<file path="src/rtl/if_fetch_stage_pkg.sv">
// rtl/if_fetch_stage_pkg.sv - shared fetch-stage types and constants
// Purpose: fetch FSM encoding, next-PC select codes, reset PC default,
//          PC step and word-alignment helpers used by the fetch stage.
package if_fetch_stage_pkg;

  typedef enum logic {
    ST_RUN  = 1'b0,
    ST_MISS = 1'b1
  } fetch_state_e;

  typedef enum logic [1:0] {
    SEL_HOLD     = 2'd0,
    SEL_INC      = 2'd1,
    SEL_REDIRECT = 2'd2,
    SEL_PEND     = 2'd3
  } pc_sel_e;

  localparam logic [31:0] RESET_PC_DEFAULT = 32'h0000_0000;
  localparam logic [31:0] PC_ALIGN_MASK    = 32'hFFFF_FFFC;
  localparam int unsigned PC_STEP_DEFAULT  = 4;

  function automatic logic [31:0] align_pc(input logic [31:0] addr);
    return addr & PC_ALIGN_MASK;
  endfunction

endpackage

</file>
<file path="src/rtl/if_pc_next.sv">
// rtl/if_pc_next.sv - combinational next-PC select
// Purpose: picks hold / increment / redirect / pending-redirect as next PC.
// Ports:
//   pc          in  32  current PC
//   sel         in   2  next-PC source select
//   redirect_pc in  32  redirect target (low two bits dropped here)
//   pend_pc     in  32  stored pending redirect target (already aligned)
//   pc_inc      out 32  pc + PC_STEP, wraps mod 2^32
//   pc_next     out 32  selected next PC
module if_pc_next
  import if_fetch_stage_pkg::*;
#(
  parameter int unsigned PC_STEP = PC_STEP_DEFAULT
) (
  input  logic [31:0] pc,
  input  pc_sel_e     sel,
  input  logic [31:0] redirect_pc,
  input  logic [31:0] pend_pc,
  output logic [31:0] pc_inc,
  output logic [31:0] pc_next
);

  assign pc_inc = pc + 32'(PC_STEP);

  always_comb begin
    pc_next = pc;
    case (sel)
      SEL_INC:      pc_next = pc_inc;
      SEL_REDIRECT: pc_next = align_pc(redirect_pc);
      SEL_PEND:     pc_next = pend_pc;
      default:      pc_next = pc;
    endcase
  end

endmodule

</file>
<file path="src/rtl/if_fetch_stage.sv">
// rtl/if_fetch_stage.sv - instruction fetch stage feeding the IF/ID register
// Purpose: owns the PC, drives the instruction cache, handles misses, stalls
//          and redirects (including a redirect arriving during a miss).
// Ports:
//   clk, rstn        clock, asynchronous active-low reset
//   stall            hold PC, present no instruction
//   redirect_valid   taken branch/jump this cycle, redirect_pc its target
//   imem_addr/req    fetch address (= PC) and request (= ~stall out of reset)
//   imem_rdata/hit   same-cycle cache response
//   adder_out        PC + PC_STEP to IF/ID
//   instruction_out  fetched word to IF/ID, valid when hit_out
//   miss_count       saturating count of RUN->MISS transitions
module if_fetch_stage
  import if_fetch_stage_pkg::*;
#(
  parameter logic [31:0] RESET_PC = RESET_PC_DEFAULT,
  parameter int unsigned PC_STEP  = PC_STEP_DEFAULT
) (
  input  logic        clk,
  input  logic        rstn,
  input  logic        stall,
  input  logic        redirect_valid,
  input  logic [31:0] redirect_pc,
  output logic [31:0] imem_addr,
  output logic        imem_req,
  input  logic [31:0] imem_rdata,
  input  logic        imem_hit,
  output logic [31:0] adder_out,
  output logic [31:0] instruction_out,
  output logic        hit_out,
  output logic [31:0] miss_count
);

  fetch_state_e state, state_next;
  pc_sel_e      sel;
  logic [31:0]  pc, pc_next, pend_pc;
  logic         pend_valid, pend_set, count_inc;

  if_pc_next #(.PC_STEP(PC_STEP)) u_pc_next (
    .pc          (pc),
    .sel         (sel),
    .redirect_pc (redirect_pc),
    .pend_pc     (pend_pc),
    .pc_inc      (adder_out),
    .pc_next     (pc_next)
  );

  assign imem_addr       = pc;
  assign imem_req        = rstn & ~stall;
  assign instruction_out = imem_rdata;
  // A pending redirect means the line being filled is on the wrong path.
  assign hit_out = rstn & imem_hit & ~stall & ~redirect_valid & ~pend_valid;

  always_comb begin
    state_next = state;
    sel        = SEL_HOLD;
    pend_set   = 1'b0;
    count_inc  = 1'b0;
    case (state)
      ST_RUN: begin
        if (redirect_valid)  sel = SEL_REDIRECT;
        else if (stall)      sel = SEL_HOLD;
        else if (imem_hit)   sel = SEL_INC;
        else begin
          state_next = ST_MISS;
          count_inc  = 1'b1;
        end
      end
      ST_MISS: begin
        if (!imem_hit) begin
          // PC stays on the missing line; remember the latest redirect.
          pend_set = redirect_valid;
        end else begin
          state_next = ST_RUN;
          if (redirect_valid)  sel = SEL_REDIRECT;
          else if (pend_valid) sel = SEL_PEND;
          else if (!stall)     sel = SEL_INC;
        end
      end
      default: state_next = ST_RUN;
    endcase
  end

  always_ff @(posedge clk or negedge rstn) begin
    if (!rstn) begin
      state      <= ST_RUN;
      pc         <= RESET_PC;
      pend_valid <= 1'b0;
      pend_pc    <= 32'h0;
      miss_count <= 32'h0;
    end else begin
      state <= state_next;
      pc    <= pc_next;
      if (pend_set) begin
        pend_valid <= 1'b1;
        pend_pc    <= align_pc(redirect_pc);
      end else if (state == ST_MISS && imem_hit) begin
        pend_valid <= 1'b0;
      end
      if (count_inc && miss_count != 32'hFFFF_FFFF) miss_count <= miss_count + 32'd1;
    end
  end

endmodule

</file>
<file path="config.mk">
export PLATFORM = sky130hd
export DESIGN_NAME = if_fetch_stage
export DESIGN_NICKNAME = d
export VERILOG_FILES = /design/src/rtl/if_fetch_stage_pkg.sv /design/src/rtl/if_pc_next.sv /design/src/rtl/if_fetch_stage.sv
export SDC_FILE = /design/constraint.sdc
export NUM_CORES = 1
export LEC_CHECK = 0
export ABC_AREA = 1
export CORE_MARGIN = 2
export CORE_UTILIZATION = 45
export CTS_CLUSTER_SIZE = 25
export DETAILED_ROUTE_END_ITERATION = 16
export HOLD_SLACK_MARGIN = 0.06
export PLACE_DENSITY = 0.84
export SYNTH_ARGS = -nofsm -noshare
export SYNTH_HDL_FRONTEND = slang
export SYNTH_SLANG_ARGS = --single-unit
</file>
<file path="constraint.sdc">
create_clock -name clk -period 2.1 [get_ports clk]
set_input_delay 0.21 -clock clk [delete_from_list [all_inputs] [get_ports clk]]
set_output_delay 0.21 -clock clk [all_outputs]
set_load 0.05 [all_outputs]
</file>
# Word-level counts from Yosys, hierarchy flattened
# Index checks and enable logic that the tools add are counted.
# Widths: inputs -> output; s select.
classes:
  addsub: 2
  eq_ne: 4
  muxes: 18
  bitwise_logic: 9
  reduce_logical: 4
ops:
  columns: ["op", "n"]
  rows:
  - ["$pmux 32 s3", 1]
  - ["$add 32x1->32 const B", 1]
  - ["$add 32x3->32 const B", 1]
  - ["$ne 32x32->1 const B", 1]
  - ["$mux 1", 11]
  - ["$mux 2", 4]
  - ["$and 1x1->1", 5]
  - ["$eq 2x2->1 const B", 2]
  - ["$not 1->1", 4]
  - ["$pmux 2 s2", 1]
  - ["$reduce_bool 3->1", 1]
  - ["$eq 2x1->1 const B", 1]
  - ["$logic_and 1x1->1", 2]
  - ["$pmux 1 s2", 1]
  - ["$reduce_bool 2->1", 1]
totals:
  regBits: 96
  elab_cells: 42

# Depth between registers and ports, before layout
# Gate-level depths: netlist of the first run.
depth:
  word_depth: 7
  depth_mapped: 11
  ltp_nobuf: 10

# Hierarchy
# Synthesis of the first run repeated with hierarchy kept, for this count alone.
hier_totals:
  cells_unflattened: 816
  area_unflattened_um2: 6218.5
by_module_without_submodules:
  columns: ["module", "n_inst", "cells_each", "area_each_um2", "seq_area_each_um2"]
  rows:
  - ["if_fetch_stage", 1, 479, 4425.5, 2402.3]
  - ["if_pc_next", 1, 337, 1793.0, 0.0]

# Worst setup path before layout of the first run
# No wires, ideal clock.
synth_timing:
  kind: "reg-to-reg"
  startpoint: "reg pc[3], in the netlist imem_addr[3]"
  endpoint: "reg pc[10], in the netlist imem_addr[10]"
  setup_ns: 0.066
  arrival_time_ns: 2.462
  t_required_ns: 2.034
  slack_ns: -0.427
  stages_incl_launch_ff: 10
  synth_period_minus_slack_ns: 2.527
  cell_sequence: "dfrtp_1 > ha_1 > inv_1 > nor2_2 > nand2_4 > xnor2_1 > nand2_1 > nand3_1 > o21ai_0 > inv_1"
synth_between:
  elab_chain_len: 2
synth_rtl:
  columns: ["item", "line", "rtl"]
  rows:
  - ["from (decl)", "if_fetch_stage.sv:36", "logic [31:0] pc, pc_next, pend_pc;"]
  - ["from (signal assigned)", "if_fetch_stage.sv:93", "pc <= pc_next;"]
  - ["$add 32x3->32", "if_pc_next.sv:23", "assign pc_inc = pc + 32'(PC_STEP);"]
  - ["net adder_out[10]", "if_fetch_stage.sv:28", "output logic [31:0] adder_out,"]
  - ["$pmux 32 s3", "if_pc_next.sv:27", "case (sel)"]
# The timed path passes the listed nets, and every way through them passes these cells.
# A chain may end at the register's enable or synchronous reset.

# Final worst setup path of the first run
layout_timing:
  startpoint: "reg pc[7], in the netlist imem_addr[7]"
  endpoint: "out adder_out[13]"
layout_between:
  elab_chain_len: 1
layout_rtl:
  columns: ["item", "line"]
  rows:
  - ["$add 32x3->32", "if_pc_next.sv:23"]
  - ["to (decl)", "if_fetch_stage.sv:28"]
# No other way between the ends.

==> results of run 1 <==
## critical path, stage by stage, from the launching register on
cell	delay, ns
dfrtp_2	0.44
nand2_1	0.14
nor2_2	0.20
nand2_4	0.13
nor2_4	0.24
xor2_4	0.23
buf_12	0.17
## per-stage QoR
step	area, um^2	cells
after floorplan	6650	976
after global placement	8100	1238
after detailed placement	8100	1238
after CTS	8540	1264
after global routing	8710	1277
final	8710	1277
## cells in the mapped netlist, types with 2 or more instances
| cell type | count | share of area, % |
|---|---|---|
| o21ai_0 | 38 | 2.9 |
| xor2_1 | 9 | 1.2 |
| o21ai_1 | 4 | 0.31 |
| a31oi_1 | 2 | 0.19 |
| nand3b_1 | 12 | 1.4 |
| nand4_1 | 3 | 0.29 |
| inv_2 | 6 | 0.34 |
| inv_1 | 102 | 5.8 |
| or2_2 | 3 | 0.29 |
| buf_4 | 39 | 4.5 |
| buf_2 | 7 | 0.53 |
| clkbuf_1 | 7 | 0.40 |
| nand2_4 | 4 | 0.69 |
| o21ai_2 | 4 | 0.53 |
| dfrtp_1 | 94 | 36 |
| nor2_2 | 10 | 0.95 |
| nand3_2 | 2 | 0.31 |
| a21oi_1 | 33 | 2.5 |
| inv_4 | 2 | 0.19 |
| nand3_1 | 54 | 4.1 |
| xnor2_1 | 11 | 1.5 |
| ha_1 | 2 | 0.38 |
| nor3_2 | 3 | 0.46 |
| xor2_2 | 3 | 0.74 |
| buf_6 | 8 | 1.4 |
| mux2_2 | 6 | 1.0 |
| nand2_2 | 5 | 0.48 |
| nor3_1 | 9 | 0.69 |
| nor2_4 | 8 | 1.4 |
| and2_1 | 8 | 0.76 |
| nand2_1 | 350 | 20 |
| nor2_1 | 121 | 6.9 |
## cell families (layout without fill, tap and decap cells)
group | Yosys count | in the layout | synth area share (%)
multiplexers | 6 | 6 | 1.03
flip-flops | 94 | 94 | 35.9
AO/OA/AOI/OAI | 81 | 81 | 6.46
adder cells (fa/ha/maj) | 2 | 2 | 0.382
AND/OR/NAND/NOR | 594 | 594 | 39.3
buffers and inverters | 171 | 288 | 13.2
XOR/XNOR | 24 | 24 | 3.67
other | 1 | 4 | 0.0572
## state kept, by name, summed over array words and instances, names as in the netlist
name and count:
imem_addr 30, miss_count 32, pend_pc 30, state 1, pend_valid 1
## worst paths after layout
check                                           from                         to  depth (start not counted)
max reg2reg                miss_count[0]$_DFFE_PN0P_  miss_count[2]$_DFFE_PN0P_                         10
max in group asynchronous                       rstn  imem_addr[23]$_DFFE_PN0P_                          3
min reg2reg                  pend_pc[18]$_DFFE_PN0P_    pend_pc[18]$_DFFE_PN0P_                          2
max                         imem_addr[7]$_DFFE_PN0P_              adder_out[13]                          6
min                                             rstn     pend_valid$_DFFE_PN0P_                          2
min in group clk                      imem_rdata[15]        instruction_out[15]                          0
## area by class of cell
cell class / instances / area (um^2) / share of cell area [%]
Clock buffer: 11 / 243 / 2.79
Clock inverter: 5 / 63.8 / 0.732
Inverter: 110 / 424 / 4.87
Multi-Input combinational cell: 711 / 3540 / 40.7
Sequential cell: 94 / 2380 / 27.3
Tap cell: 184 / 230 / 2.64
Timing Repair Buffer: 162 / 1830 / 21.0
## routing by layer
layer / part of all wire [%] / vias up
met5: 0 / -
met4: 3.1 / 0
met3: 8.1 / 68
met2: 49 / 356
met1: 40 / 3073
li1: - / 3187
## repair_timing
action / CTS / global route
setup buffers: 9 / 13
hold endpoints to repair: 94 / 0
resized for setup: 20 / 33
hold buffers: 1 / 0
setup endpoints to repair: 23 / 23
pin swaps: 4 / 9
## power by group through the flow
stage,combinational (mW),sequential [mW],clock (mW)
2_1_floorplan,1.95,3.20,0
3_3_place_gp,3.78,2.61,0
3_5_place_dp,3.84,2.63,0
4_1_cts,3.98,2.59,1.74
5_1_grt,4.43,2.67,1.83
6_report,4.19,2.62,1.72
## cells in the final DEF, fill, tap and decap left out, drive strengths merged
| master | Yosys | routed |
|---|---|---|
| xor2 | 12 | 12 |
| nor2 | 139 | 139 |
| o21ai | 46 | 46 |
| nand4 | 3 | 3 |
| clkbuf | 7 | 11 |
| nand2 | 360 | 360 |
| nand3b | 12 | 12 |
| dfrtp | 94 | 94 |
| a21oi | 33 | 33 |
| nor3 | 12 | 12 |
| buf | 54 | 65 |
| conb | 1 | 4 |
| or2 | 3 | 3 |
| a31oi | 2 | 2 |
| dlygate4sd3 | 0 | 1 |
| clkinv | 0 | 1 |
| and2 | 8 | 8 |
| clkinvlp | 0 | 2 |
| clkdlybuf4s50 | 0 | 96 |
| bufinv | 0 | 1 |
| nand3 | 57 | 57 |
| xnor2 | 12 | 12 |
| inv | 110 | 111 |
| mux2 | 6 | 6 |
| ha | 2 | 2 |
==> results by stage, run 1 <==
GRT:
- The first-pass GRT wire length is 30.0 mm.
- The largest net degree at the start of global routing is 94.
- Global routing finished with a remaining overflow of 0.
- Global routing consumed, on the met1 layer, 29.7% of the routing resources.
- The via count of the first global-routing pass came to 6223.
- The initial antenna violation count is 0.
- Across every metal layer, demand over resource in global routing totals 23.8%.
- The highest-utilization routing layer at the global route stage is met2.
- The global routing usage on met2 is ~41%.
- The met3 capacity usage during global routing is 5.15%.

Timing:
- Between clock sinks in the finished design, the worst skew comes to 0.0105 ns.
- The max-slew violation count is 0.
- In this run the tightest slew margin relative to its limit is between 60% and 70%.
- Setup repair after global routing could not meet its margin everywhere.
- The minimum period implied by the final worst setup slack is 2.13 ns.
- The final number of setup-violating endpoints is 4.
- Dividing the final minimum period by the clock period gives 102%.
- The count of final hold-check violations is 0.
- Derived from the worst setup path, the maximum achievable clock frequency is 0.469 GHz.
- The final worst-path setup slack is -0.0317 ns.
- For the pin with the worst max-slew slack, the measured transition is 0.536 ns.
- The worst hold slack after final layout is 0.295 ns.
- In the final timing run, aggregate negative setup slack is -0.0949 ns.

Logic synthesis:
- The number of enable flip-flop cells after synthesis is 0.
- Synthesis produced 973 cells.
- For this run, the register share of the synthesized area comes to 35.9%.
- A synthesized cell averages 6.73 um^2.
- The synthesis warning total is 0.
- The unique cell type count in the Yosys netlist is 36.
- The predominant post-synthesis flop cell is dfrtp_1.
- The post-synthesis instance area is about 0.0066 mm^2.
- The synthesis-stage register bit count is 94.
- For this run, asynchronously set or reset flops after synthesis account for 100%.

Floorplanning:
- Once the floorplan was initialized, standard cells occupied 45.6% of the core.
- The die outline area is 0.0155 mm^2.
- The floorplan has 44 rows.
- The top-level I/O count is about 200.
- From bottom edge to top edge, the die measures 125 um.
- After floorplanning, the core was sized to cover 0.0144 mm^2.
- The die span in x is 125 um.

Final layout:
- The utilization after layout is 60.6%.
- The ratio of cells with drive above 1 in the final layout is approximately 18%.
- Counting the fill cells in the layout gives 1217.
- The number of inserted diodes is 0.
- Relative to the synthesized area, the layout overhead comes to 33.0%.
- For this run, the post-layout net count is roughly 1.2k.

Route:
- For this block, the routed nets add up to 19.3 mm of wire.
- The detailed-route wire length per cell is 15.1 um.
- In this run the remaining antenna-violating nets after routing total 0.
- After detailed routing, the number of vias per cell comes to around 5.2.
- The DRC violation count after routing is 0.
- The detailed router finished its first iteration with 566 violations.
- The detailed router placed 6684 vias in this run.
- The detailed-routing iteration count for the pre-antenna-repair pass is 7.

Critical path:
- The classification of the worst setup path is reg2out.
- For the worst setup path, the data arrival time is 1.92 ns.
- The worst register-to-register path has a setup slack of about 0.24 ns.
- The data required time at the worst endpoint is roughly 1.9 ns.
- The maximum fanout count along the critical path is 6.
- The worst setup path is launched from a flip-flop.
- The nature of the critical path endpoint is an output pin.

CTS:
- The clock latency on the worst-skew pair is 0.36 ns.
- In this run, CTS created clock tree buffers numbering 9.
- The clock slew at the register clock pins of the worst setup and hold paths is 0.07 ns.
- The TritonCTS clock tree is yes.
- The clock drives 94 sinks.
- The root buffer selected by CTS is clkbuf_16.
- CTS built an H-tree with a depth of 3.
- In this run the deepest clock path goes through 2 buffers.

Power:
- The switching power as a share of total power is 44.5%.
- The internal portion of the total power is 4.74 mW.
- The switching power of the nets is 3.80 mW.
- The clock network is responsible for 20.2% of the overall power.
- The post-route total power is 8.53 mW.
- The combinational cell fraction of total power is 49.1%.
- In this run the static leakage power is a little over 4 nW.
- The highest ir drop seen on vdd is 883 uV.
- The total power divided by cell area is 979 mW/mm^2.
- The share of total power dissipated in sequential elements is 30.7%.

Place:
- After legalization and detailed placement, the total HPWL measured approximately 13 mm.
- Routability-driven placement finished with a final weighted congestion of 0.933.
- Before CTS, the worst setup slack after placement is about 0.18 ns.
- Input and output buffers added on the ports amount to 128.

Status:
- The final reports fail on negative setup slack.
- The run finished, with violations left.

Job:
- The max-cap check violation count is 0.

Worst hold path:
- The min-delay analysis places its worst path in the category in2async.
Note: power is estimated with default switching activity, not from simulation.
==> run 2, diff against run 1 <==
--- a/config.mk
+++ b/config.mk
@@ -12,6 +12,7 @@
 export DETAILED_ROUTE_END_ITERATION = 16
 export HOLD_SLACK_MARGIN = 0.06
 export PLACE_DENSITY = 0.84
+export SKIP_CTS_REPAIR_TIMING = 1
 export SYNTH_ARGS = -nofsm -noshare
 export SYNTH_HDL_FRONTEND = slang
 export SYNTH_SLANG_ARGS = --single-unit
==> run 2 against run 1 <==
The run still ends with negative setup slack left; register-to-register slack hardly changed; routed wire length is 2.6% lower; clock power hardly changed; sequential share of layout area is 0.094 points higher; non-clock buffer count is 4 lower; critical path type unchanged; largest power group unchanged.
==> results by stage, run 2 (synthesized netlist as in run 1, its figures left out) <==
Critical path:
- The combined buffer and inverter count along the critical path is 1.
- The largest incremental delay on the critical path is 0.44 ns.
- STA puts the critical path data arrival time at 1.91 ns.
- The startpoint of the most critical register-to-register path is miss_count[0]$_DFFE_PN0P_.
- For flop-to-flop paths, the worst setup slack is between 0.2 and 0.25 ns.
- The cell class contributing the biggest share of worst-path delay is simple AND/OR/NAND/NOR gates.
- The capture instance of the worst register-to-register path is miss_count[2]$_DFFE_PN0P_.
- The number of gates on the worst path with buffers counted is 6.
- The element type at the critical path start is a flip-flop.
- Traced cell by cell, the critical path runs through nand2_1 > nor2_2 > nand2_4 > nor2_4 > xor2_4 > buf_12.
- The classification of the worst setup path is reg2out.
- The path depth of the worst reg2reg path is 10.
- The nature of the critical path endpoint is an output pin.
- In this run the worst setup path terminates at adder_out[13].
- On the critical path, the stage with the largest delay is an instance of dfrtp_2.
- The critical path starts at imem_addr[7]$_DFFE_PN0P_.
- The maximum fanout count along the critical path is 6.
- STA puts the critical path data required time at 1.89 ns.

Timing:
- Setup violations remaining at the end of the flow were counted as 6.
- The final critical path takes up 101% of the cycle.
- For the finished layout, the period the worst path requires is 2.12 ns.
- Setup repair after global routing could not meet its margin everywhere.
- The max-slew violation count is 0.
- Timing would allow up to 0.472 GHz.
- Across all setup checks in the final design, the least slack found is -0.0193 ns.
- The worst pin sits at a relative slew slack of 64.4%.
- The pin slew with the least headroom to its limit is roughly 0.53 ns.
- The clock arrives with ~0.0094 ns of skew.
- The count of final hold-check violations is 0.

Final layout:
- The count of nets after finishing is 1155.
- The register with the most flip-flops in the layout has 32 of them.
- The layout-stage area growth over the synthesis result is 32.6%.
- The layout has approximately 1.2k filler cells.
- The library cells used most frequently in the layout, excluding fill and tap cells, are nand2_1, nor2_1, inv_1, clkdlybuf4s50_1, dfrtp_1.
- The non-filler instance count after layout is between 1k and 1.5k.
- The number of antenna diodes in the final layout is 0.
- The most common library cell in the layout ignoring fill and taps is nand2_1.
- After routing the design area is 0.00868 mm^2.
- The ratio of cells with drive above 1 in the final layout is ~17%.
- Counting flops per register, the top entry is miss_count.
- The utilization after layout is 60.4%.

Place:
- At the end of routability-driven placement, the weighted congestion stood at approximately 0.93.
- The placed instances occupy a cell area of 0.00810 mm^2.
- Detailed placement ended at an HPWL of approximately 13 mm.
- Once placement completed, the tool counted placed cells totaling about 1.2k.
- Port buffering added 128 buffers.

Route:
- After the first detailed-routing iteration, the DRC count stood at 567.
- Dividing the detail-routed via count by the number of cells gives 5.18.
- The uppermost layer routed is met4.
- The length of routed wiring on met1 is roughly 7.7 mm.
- The remaining number of nets flagged by the antenna check after routing is 0.
- In the detailed route, the total length drawn on met3 is roughly 1.4 mm.
- The via count of the routed design is 6593.
- In the final routed layout, each cell accounts on average for 14.7 um.
- The detailed-routing iteration count for the pre-antenna-repair pass is 7.
- The detailed-route wire length is 18.8 mm.
- In the routed design, unresolved DRC markers number 0.
- The met2 layer wire length in the routed design is 9.05 mm.

Status:
- The flow ran to the end, but the final reports show violations.
- The checks that failed: negative setup slack.

Power:
- For this design the static power due to leakage is 4.14 nW.
- The total power divided by cell area is 974 mW/mm^2.
- Across the VDD grid, the largest voltage drop is 884 uV.

GRT:
- The initial antenna violation count is 0.
- Entering global routing, the biggest net connects 94 pins.
- The total routing usage reported by global routing is about a quarter.
- The first-pass GRT wire length is 29.5 mm.
- The leftover overflow at the end of global routing is 0.
- The via count of the first global-routing pass is slightly above 6k.

CTS:
- The number of buffers created by CTS is 9.
- CTS built an H-tree with a depth of 3.
- The clock latency on the worst-skew pair is 0.35 ns.
- The TritonCTS clock tree is yes.
- The number of sinks driven by the clock tree is 94.
- The clock slew at the register clock pins of the worst setup and hold paths is 0.07 ns.
- The cell sitting at the root of the clock tree is a clkbuf_16.
- The number of buffers between clock root and the deepest sink is 2.

Floorplanning:
- Row generation in the floorplan step produced 44 rows.
- The die span in x is 125 um.
- Once the floorplan was initialized, standard cells occupied 45.6% of the core.
- Measured along the y axis, the die boundary spans approximately 120 um.
- The die covers 0.0155 mm^2.
- The area of the core region is approximately 0.014 mm^2.
- The top-level I/O count is slightly below 200.

Worst hold path:
- The class of the worst hold path is in2async.

Job:
- Max-cap violations in this run came to 0.
## run 2: cell count changes in the layout (fill, tap and decap cells not counted)
cell	delta
nand2_2	-3
nor2_2	-1
buf_12	+1
buf_4	-4
nand2_1	+3
nor2_1	+1
clkdlybuf4s50_1	-1
## run 2: worst min-delay path by stage
| stage | to | startpoint | depth (start not counted) |
|---|---|---|---|
| 3_3_place_gp | pend_valid$_DFFE_PN0P_ | rstn | 1 |
| 2_1_floorplan | imem_addr[10]$_DFFE_PN0P_ | rstn | 0 |
| 5_1_grt | pend_valid$_DFFE_PN0P_ | rstn | 2 |
| 4_1_cts | pend_valid$_DFFE_PN0P_ | rstn | 1 |
| 6_report | pend_valid$_DFFE_PN0P_ | rstn | 2 |
| 3_5_place_dp | pend_valid$_DFFE_PN0P_ | rstn | 1 |
## run 2: report_power, final
part / internal [mW] / total (mW) / switching (mW)
clock network: 0.968 / 1.72 / 0.753
registers: 2.18 / 2.62 / 0.442
logic: 1.55 / 4.11 / 2.56
## run 2: per-layer routing
| layer | GRT usage (%) | vias to the layer above |
|---|---|---|
| met2 | 39.7 | 313 |
| met5 | 0 | - |
| met4 | 8.53 | 0 |
| li1 | - | 3183 |
| met3 | 5.07 | 59 |
| met1 | 29.3 | 3038 |
## run 2: final cells by class
cell class	instances	area [um^2]	share of cell area, %
multi-input cells	711	3530	40.7
flip-flops and latches	94	2380	27.4
repair buffers	158	1810	20.9
inverters	110	424	4.88
clock buffers	11	243	2.79
well taps	184	230	2.65
clock inverters	5	63.8	0.735
## run 2: worst register-to-register path: stages, from the launching register on
cell and delay, ns:
dfrtp_1 0.43, ha_2 0.29, nand3_4 0.12, inv_2 0.12, nand2_4 0.07, nor2_4 0.13, nand2_4 0.09, nand2_8 0.11
buf_4 0.25, nand2_1 0.08, o21ai_0 0.09
## run 2: metrics by stage
stage | TNS (ns) | hold WS, ns | setup slack (ns) | power, mW
final | -0.0566 | 0.315 | -0.0193 | 8.46
after global routing | -0.877 | 0.312 | -0.0935 | 8.86
after CTS | -1.86 | -0.360 | -0.222 | 8.20
after detailed placement | 0 | 0.0241 | 0.177 | 6.47
after global placement | 0 | 0.0228 | 0.204 | 6.39
after floorplan | 0 | -0.0856 | 0.00543 | 5.15
==> run 3, diff against run 2 <==
--- a/config.mk
+++ b/config.mk
@@ -7,11 +7,12 @@
 export LEC_CHECK = 0
 export ABC_AREA = 1
 export CORE_MARGIN = 2
-export CORE_UTILIZATION = 45
+export CORE_UTILIZATION = 30
 export CTS_CLUSTER_SIZE = 25
 export DETAILED_ROUTE_END_ITERATION = 16
 export HOLD_SLACK_MARGIN = 0.06
-export PLACE_DENSITY = 0.84
+export PLACE_DENSITY = 0.62
+export RECOVER_POWER = 25
 export SKIP_CTS_REPAIR_TIMING = 1
 export SYNTH_ARGS = -nofsm -noshare
 export SYNTH_HDL_FRONTEND = slang
==> run 3 against run 2 <==
The flow now finishes without violations; register-to-register slack barely moved; cell count increased by 8.0%; non-clock buffer count is 6 higher; count of clock-buffer cells in the layout is 2 lower; design area increased by 1.3%; sequential power down 2%; core utilization down 20 points; worst hold slack gained 0.11 ns; critical endpoint is now adder_out[15]; largest cell class unchanged.
==> results by stage, run 3 (synthesized netlist as in run 1, its figures left out) <==
Route:
- After detailed routing, the number of remaining DRC violations is 0.
- In the final routed layout, each cell accounts on average for 13.7 um.
- The detailed router finished its first iteration with 320 violations.
- Using the TritonRoute via totals, the vias-per-cell ratio works out to 4.56.
- The first TritonRoute pass finished after 5 iterations.
- The via count of the routed design is 6270.
- Summed over all layers, the routed wires come to 18.8 mm.
- In this run the remaining antenna-violating nets after routing total 0.

GRT:
- The initial antenna violation count is 0.
- The leftover overflow at the end of global routing is 0.
- In the global route stage, overall resource usage came out at 16.7%.
- The via count of the first global-routing pass came to 5860.
- The first global-routing pass estimated 30.0 mm of wire.
- The largest net degree at the start of global routing is 95.

Critical path:
- The largest incremental delay on the critical path is roughly 0.46 ns.
- The path depth of the worst reg2reg path is 9.
- The critical path is of the reg2out type.
- Traced cell by cell, the critical path runs through nand2_1 > nor2_1 > nand2_1 > nor2_4 > or2_2 > and2_2 > buf_12.
- The arrival time at the worst endpoint is 1.85 ns.
- The element type at the critical path start is a flip-flop.
- The most numerous cell on the critical path is nand2_1.
- Of all nets on the critical path, the largest fanout is 7.
- The data required time at the worst endpoint is 1.89 ns.
- On the critical path, the stage with the largest delay is an instance of dfrtp_2.
- The worst setup path is captured at an output pin.

Job:
- Across the run, the number of max-cap violations was 0.

Floorplanning:
- Once the floorplan was initialized, standard cells occupied between 30% and 40% of the core.
- Pin placement for this block handled 199 I/O pins.
- The die outline area is 0.0230 mm^2.
- After floorplanning, the core was divided into 54 placement rows.
- The area of the core region is 0.0216 mm^2.
- The die is 152 um wide.
- The die boundary height is 152 um.

Timing:
- Subtracting the final worst setup slack from the clock period gives 2.06 ns.
- Setup repair after global routing could not meet its margin everywhere.
- The normalized max-slew margin is 10.1%.
- The max-slew violation count is 0.
- On the final layout, the worst hold slack is 0.420 ns.
- Clock skew on the completed layout was measured at 0.0110 ns.
- The final worst-path setup slack is around 0.04 ns.
- The summed negative setup slack over all endpoints is 0 ns.
- The pin slew with the least headroom to its limit is 1.35 ns.
- The portion of the clock cycle consumed by the worst path in the final layout is 98.1%.
- For this run, the top clock speed supported by timing is around 0.49 GHz.
- The final number of setup-violating endpoints is 0.
- The count of final hold-check violations was 0.

Status:
- The run finished with clean final reports.

Place:
- Before CTS, the worst setup slack after placement is approximately 0.15 ns.
- The placed standard-cell area is 0.00826 mm^2.
- Buffers placed on the I/O ports in this run total 128.
- The total half-perimeter wirelength after legalization and detailed placement is between 10 and 15 mm.
- The congestion estimate from routability-driven global placement came to 0.913.
- After detailed placement, the design holds a cell count of 1341.

Final layout:
- The ratio of cells with drive above 1 in the final layout is 17.8%.
- Leaving out fill and tap cells, the most frequent cells in the layout are nand2_1, nor2_1, inv_1, clkdlybuf4s50_1, dfrtp_1.
- The number of antenna diodes in the final layout is 0.
- The area growth from synthesis to layout is 34.3%.
- The finished cells cover approximately 0.009 mm^2.
- The count of nets after finishing is 1161.
- The register with the most flip-flops in the final layout is miss_count.
- The filler cells instantiated in the layout total ~2.3k.
- The register with the most flip-flops in the layout has 32 of them.
- The most common library cell in the layout ignoring fill and taps is nand2_1.
- The non-filler instance count after layout is 1375.

Worst hold path:
- The number of cells on the worst hold path is 0.
- The path class of the tightest hold or removal check is in2out.

CTS:
- The root buffer cell chosen for the clock tree is clkbuf_16.
- The H-tree was split into 3 levels.
- Counting along the longest clock path gives a buffer depth of 2.
- After clock tree synthesis, the clock-pin slew on the worst setup and hold paths is roughly 0.070 ns.
- Buffers inserted during clock tree synthesis total 9.
- TritonCTS built the clock tree.
- The clock latency on the worst-skew pair is approximately 0.36 ns.
- The clock drives 94 sinks.

Power:
- Across the VDD grid, the largest voltage drop is 562 uV.
- The total power divided by cell area is 949 mW/mm^2.
- The cell leakage power is 4.15 nW.
## run 3: cell types whose count changed in the layout (fill, tap and decap cells not counted), moves of 2 or more
| cell | previous run | this run |
|---|---|---|
| buf_4 | 31 | 39 |
| inv_8 | 0 | 3 |
| and2_4 | 3 | 5 |
| buf_12 | 31 | 28 |
## run 3: worst max-delay path, delay by kind of cell, from the launching register on
kind                   cells  cell delay (ns)
AND/OR/NAND/NOR            6             0.88
flip-flops                 1             0.46
buffers and inverters      1             0.15
## run 3: stage by stage
stage / total power [mW] / util [%]
final: 8.35 / 40.7
after global routing: 8.84 / 40.7
after CTS: 8.20 / 39.5
after detailed placement: 6.52 / 38.2
after global placement: 6.48 / 38.2
after floorplan: 5.15 / -
## run 3: final timing paths
path	from	endpoint	slack, ns
setup reg to reg	miss_count[0]$_DFFE_PN0P_	miss_count[15]$_DFFE_PN0P_	0.25
max in group asynchronous	rstn	imem_addr[21]$_DFFE_PN0P_	0.31
hold / removal	imem_rdata[13]	instruction_out[13]	0.42
setup / recovery	imem_addr[14]$_DFFE_PN0P_	adder_out[15]	0.04
hold reg to reg	pend_pc[21]$_DFFE_PN0P_	pend_pc[21]$_DFFE_PN0P_	0.49
min in group asynchronous	rstn	imem_addr[4]$_DFFE_PN0P_	0.86
## run 3: where the power goes
part | leakage [nW] | internal (mW) | total (mW) | switching [mW]
Combinational | 2.87 | 1.57 | 4.11 | 2.54
Sequential | 1.13 | 2.18 | 2.58 | 0.396
Clock | 0.146 | 0.838 | 1.66 | 0.817
## run 3: per-layer routing
layer  part of all wire [%]  global-route usage [%]  vias up
li1                       -                       -     3197
met4                    2.8                    6.90        0
met2                     45                    26.8      184
met1                     46                    22.6     2850
met5                      0                       0        -
met3                    6.1                    2.54       39
## run 3: cell type report
type                       count  area (um^2)  share of cell area, %
timing repair buffer         164         1820                   20.7
multi-input combinational    711         3530                   40.2
clock buffer                   9          225                   2.56
inverter                     110          424                   4.82
tap                          280          350                   3.98
clock inverter                 7         65.1                  0.740
sequential                    94         2380                   27.0
